[src/rtl/data_deconcat_if.sv]
// Byte-in / word-out handshake bundle for the stream unpacker.
// master drives bytes and output-ready; slave is the unpacker.
interface data_deconcat_if #(
  parameter int BW      = 18,
  parameter int N_PRL   = 4,
  parameter int BW_BYTE = 8
);
  logic [BW_BYTE-1:0] s_data;
  logic               s_valid;
  logic               s_last;
  logic               s_ready;
  logic [BW-1:0]      y [N_PRL];
  logic               m_valid;
  logic               m_ready;
  logic               err_len;

  modport master (
    output s_data,
    output s_valid,
    output s_last,
    output m_ready,
    input  s_ready,
    input  y,
    input  m_valid,
    input  err_len
  );

  modport slave (
    input  s_data,
    input  s_valid,
    input  s_last,
    input  m_ready,
    output s_ready,
    output y,
    output m_valid,
    output err_len
  );
endinterface

[src/rtl/data_deconcat.sv]
// Byte-stream unpacker: packs N_BYTES bytes MSB-first into N_PRL samples
// held in a one-deep output register with valid/ready.
module data_deconcat #(
  parameter int BW      = 18,
  parameter int N_PRL   = 4,
  parameter int BW_BYTE = 8
) (
  input  logic           clk,
  input  logic           srst_n,
  data_deconcat_if.slave bus
);
  localparam int W       = BW * N_PRL;
  localparam int N_BYTES = W / BW_BYTE;
  localparam int CW      = (N_BYTES > 1) ? $clog2(N_BYTES) : 1;
  localparam int AW      = W - BW_BYTE;
  localparam logic [CW-1:0] LAST = CW'(N_BYTES - 1);

  if ((W % BW_BYTE) != 0 || N_BYTES < 2) begin : g_param_chk
    $error("data_deconcat: BW*N_PRL must be a multiple of BW_BYTE (>=2 bytes)");
  end

  logic [CW-1:0] r_cnt;
  logic [AW-1:0] r_acc;
  logic [BW-1:0] r_y [N_PRL];
  logic          r_m_valid;
  logic          r_err_len;

  logic          w_at_last;
  logic          w_stall;
  logic          w_take;
  logic          w_done;
  logic          w_short;
  logic [W-1:0]  w_word;

  assign w_at_last = (r_cnt == LAST);
  // only the word-completing byte can be blocked by a full output
  assign w_stall   = w_at_last & r_m_valid & ~bus.m_ready;
  assign w_take    = bus.s_valid & ~w_stall;
  assign w_done    = w_take & w_at_last;
  assign w_short   = w_take & bus.s_last & ~w_at_last;
  assign w_word    = {r_acc, bus.s_data};

  always_ff @(posedge clk or negedge srst_n) begin
    if (!srst_n) begin
      r_cnt <= '0;
      r_acc <= '0;
    end else if (w_done || w_short) begin
      r_cnt <= '0;
      r_acc <= '0;
    end else if (w_take) begin
      r_cnt <= r_cnt + 1'b1;
      r_acc <= w_word[AW-1:0];
    end
  end

  always_ff @(posedge clk or negedge srst_n) begin
    if (!srst_n) begin
      r_m_valid <= 1'b0;
      r_err_len <= 1'b0;
      for (int i = 0; i < N_PRL; i++) begin
        r_y[i] <= '0;
      end
    end else begin
      r_err_len <= w_short;
      if (w_done) begin
        r_m_valid <= 1'b1;
        for (int i = 0; i < N_PRL; i++) begin
          r_y[i] <= w_word[W-1-i*BW -: BW];
        end
      end else if (bus.m_ready) begin
        r_m_valid <= 1'b0;
      end
    end
  end

  assign bus.s_ready = ~w_stall;
  assign bus.y       = r_y;
  assign bus.m_valid = r_m_valid;
  assign bus.err_len = r_err_len;

endmodule

[src/flat_wrapper.sv]
// flat-port wrapper written by rule: the top's interface ports become plain ports
module data_deconcat_flat 
#(
  parameter int BW      = 18,
  parameter int N_PRL   = 4,
  parameter int BW_BYTE = 8
)
  (clk, srst_n, bus_s_data, bus_s_valid, bus_s_last, bus_m_ready, bus_s_ready, bus_y, bus_m_valid, bus_err_len);
  data_deconcat_if #(.BW(BW), .N_PRL(N_PRL), .BW_BYTE(BW_BYTE)) bus_i ();
  input  logic clk;
  input  logic srst_n;
  input wire logic [$bits(bus_i.s_data)-1:0] bus_s_data;
  input wire logic [$bits(bus_i.s_valid)-1:0] bus_s_valid;
  input wire logic [$bits(bus_i.s_last)-1:0] bus_s_last;
  input wire logic [$bits(bus_i.m_ready)-1:0] bus_m_ready;
  output wire logic [$bits(bus_i.s_ready)-1:0] bus_s_ready;
  output wire logic [$bits(bus_i.y)-1:0] bus_y;
  output wire logic [$bits(bus_i.m_valid)-1:0] bus_m_valid;
  output wire logic [$bits(bus_i.err_len)-1:0] bus_err_len;
  assign bus_i.s_data = bus_s_data;
  assign bus_i.s_valid = bus_s_valid;
  assign bus_i.s_last = bus_s_last;
  assign bus_i.m_ready = bus_m_ready;
  assign bus_s_ready = bus_i.s_ready;
  assign bus_y = {>>{bus_i.y}};
  assign bus_m_valid = bus_i.m_valid;
  assign bus_err_len = bus_i.err_len;
  data_deconcat #(.BW(BW), .N_PRL(N_PRL), .BW_BYTE(BW_BYTE)) u_core (.clk(clk), .srst_n(srst_n), .bus(bus_i));
endmodule
[config.mk]
export PLATFORM = sky130hd
export DESIGN_NAME = data_deconcat_flat
export DESIGN_NICKNAME = d
export VERILOG_FILES = /design/src/rtl/data_deconcat_if.sv /design/src/rtl/data_deconcat.sv /design/src/flat_wrapper.sv
export SDC_FILE = /design/constraint.sdc
export NUM_CORES = 1
export LEC_CHECK = 0
export CORE_MARGIN = 2
export CORE_UTILIZATION = 60
export CTS_BUF_LIST = sky130_fd_sc_hd__clkbuf_4 sky130_fd_sc_hd__clkbuf_8
export CTS_CLUSTER_DIAMETER = 40
export DETAILED_ROUTE_END_ITERATION = 10
export DONT_BUFFER_PORTS = 1
export GPL_TIMING_DRIVEN = 0
export PLACE_DENSITY_LB_ADDON = 0.2
export SYNTH_ARGS = -nofsm -noshare
export SYNTH_HDL_FRONTEND = slang
export SYNTH_SLANG_ARGS = --single-unit
[constraint.sdc]
create_clock -name clk -period 3.05 [get_ports clk]
set_clock_uncertainty 0.05 [all_clocks]
set_input_delay 0 -clock clk [delete_from_list [all_inputs] [get_ports clk]]
set_output_delay 0 -clock clk [all_outputs]
set_load 0.01 [all_outputs]
==> reports/qor.csv <==
metric,value,unit
critPathMaxFanout,10,
start_kind,register,
wl,9860,µm
path_depth,7,
hold_ws,-786,ps
grt_usage,0.222,
rsz0062_at_grt,no,
crit_slowest_cell,dlygate4sd3_1,
grt_pass1_wl,16400,µm
chipWidth,97.6,µm
wl_met1,4240,µm
root_buffer,clkbuf_8,
dr_wl_met3,657,µm
grt_max_degree,143,
fill_cells,574,
violations,hold timing,
path_delay_family,buffers and inverters,
firstDrtPassIters,4,
dp_cells,434,
synth_most_common_cell,dfrtp_1,
tightestPinTransition,472,ps
fin_cells,485,
finalSetupViolCount,0,
netlist_top_cells_count,"dfrtp_1 (142), mux2_2 (67), a22o_1 (65)",
fmax,0.423,GHz
power.density,640,nW/µm²
p_total,0.00384,W
vias_per_cell,5.90,
dp_hpwl,6490,µm
r2r_end,u_core.r_acc[5]$_DFFE_PN0P_,
hold_viol,142,
ys_warn_count,0,
htreeDepth,4,
slowest_delay,550,ps
cts_buffers,17,
coreArea,8590,µm²
port_buffers,0,
row_count,34,
endpoint,u_core.r_acc[5]$_DFFE_PN0P_,
start_util,0.612,
yosysTopAreaCellShare,0.676,
finalSetupTns,0,ps
nNetsFinal,379,
first_global_vias,3057,
clock_latency,420,ps
drtIter0Drc,158,
post-route-min-period,2360,ps
wl_met2,4890,µm
reg2reg_from,u_core.r_cnt[0]$_DFFE_PN0P_,
avgRoutedWirePerCell,20.3,µm
synthFlopType,dfrtp_1,
boundaryPins,88,
crit_start,u_core.r_cnt[0]$_DFFE_PN0P_,
stdcell_area,6000,µm²
post_dp_cell_area,5390,µm²
critPathKind,register to register,
gp_congestion,0.730,
dr.max_layer_used,met4,
cts_hold_buf,19,
worst-path-buf-inv,3,
period_share,0.775,
postSynthCellCount,326,
synth_area_leaders,"dfrtp_1 (68%), mux2_2 (14%), a22o_1 (11%), buf_4 (1.6%), mux2_1 (1.3%)",
cp_data_arrival_time,2670,ps
cp-end-kind,register,
antenna_found_initial,0,
gr-total-overflow,0,
syn-num-nets,341,
vias,2863,
drv_cap,0,
ys_seq_area_frac,0.676,
status,finished with violations,
path_cells,inv_1 -> ha_1 -> nand3b_1 -> o21ai_1 -> clkbuf_1 -> a22o_1 -> dlygate4sd3_1,
leakagePower,3.04,nW
synth-seq-cells,142,
ant_nets,0,
slew_violations,0,
dieArea,9520,µm²
diodes,0,
hold_class,input pin to async pin,
clkTransAtPathRegs,80,ps
synth_edf_count,0,
synth.avg_cell_area,16.1,µm²
rrSetupSlack,690,ps
slew_headroom,0.685,
critical_path_required,3360,ps
syn_to_final_growth,14.2,%
cts_tree,done,
async_flop_share,1.00,
ff2ff_path_depth,7,
synth_top_area_cell,dfrtp_1,
clockBufferDepth,2,
syn_area,5260,µm²
die_y,97.6,µm
drive_gt1_frac,0.321,
synthDistinctLibCells,25,
drc,0,
post_cts.repair.setup_buffers,0,
vdd_drop_max,0.416,mV
cts.sinks,142,
power breakdown:
| part | internal [W] | switching (W) | total (W) |
|---|---|---|---|
| Sequential | 0.00199 | 0.000119 | 0.00211 |
| Combinational | 0.000113 | 0.0000743 | 0.000187 |
| Clock | 0.000842 | 0.000700 | 0.00154 |
routing by layer:
metal	global-route usage	vias to the layer above
met5	0	-
met4	0.0577	0
met3	0.0892	11
met2	0.349	83
met1	0.294	1477
li1	-	1292
metrics by stage:
step | setup WS [ps] | hold WS (ps) | util
detailed placement | 1100 | -343 | 0.627
floorplan | 1370 | -346 | -
CTS | 695 | -811 | 0.698
global placement | 1140 | -343 | 0.627
global route | 433 | -831 | 0.698
finish | 685 | -786 | 0.698
kinds of logic after synthesis:
kind of cell,synth area share
and+or+nand+nor,0.0193
adders and majority gates,0.00476
buffers and inverters,0.0269
muxes,0.156
DFF,0.676
AOI/OAI and AO/OA,0.116
final cells by class:
type	instances	area (µm²)	share of cell area
flip-flops and latches	142	3550	0.592
clock inverters	13	165	0.0275
clock buffers	19	255	0.0425
plain buffers	21	130	0.0217
multi-input cells	160	1560	0.260
repair buffers	19	190	0.0317
well taps	108	135	0.0225
inverters	3	11.3	0.00188
flip-flops by register name (all words and copies together), names as in the netlist:
register	cells
u_core.bus.err_len	1
u_core.bus.m_valid	1
u_core.bus.y	72
u_core.r_acc	64
u_core.r_cnt	4
cell usage in the layout, fill, tap and decap left out, types with 3 or more instances in the layout:
master	count
mux2_2	67
buf_4	11
clkinv_4	3
dfrtp_1	142
nand2_1	3
inv_1	3
clkbuf_8	18
o21ai_0	3
a22o_1	65
clkinvlp_4	4
bufinv_16	3
mux2_1	6
buf_2	8
dlygate4sd3_1	19
worst min-delay path by stage:
| stage | endpoint | slack [ps] | cells after the start |
|---|---|---|---|
| after global routing | u_core.bus.y[68]$_DFFE_PN0P_ | -830 | 0 |
| after floorplan | u_core.bus.err_len$_DFF_PN0_ | -350 | 0 |
| after global placement | u_core.bus.y[68]$_DFFE_PN0P_ | -340 | 0 |
| after detailed placement | u_core.bus.y[66]$_DFFE_PN0P_ | -340 | 0 |
| after CTS | u_core.bus.y[68]$_DFFE_PN0P_ | -810 | 0 |
| final | u_core.r_acc[60]$_DFFE_PN0P_ | -790 | 0 |
repair_timing:
action	in CTS	in global routing
endpoints found under the setup margin	0	0
hold endpoints to repair	181	142
gates resized for setup	0	0
Power figures use the tool's default switching activity.
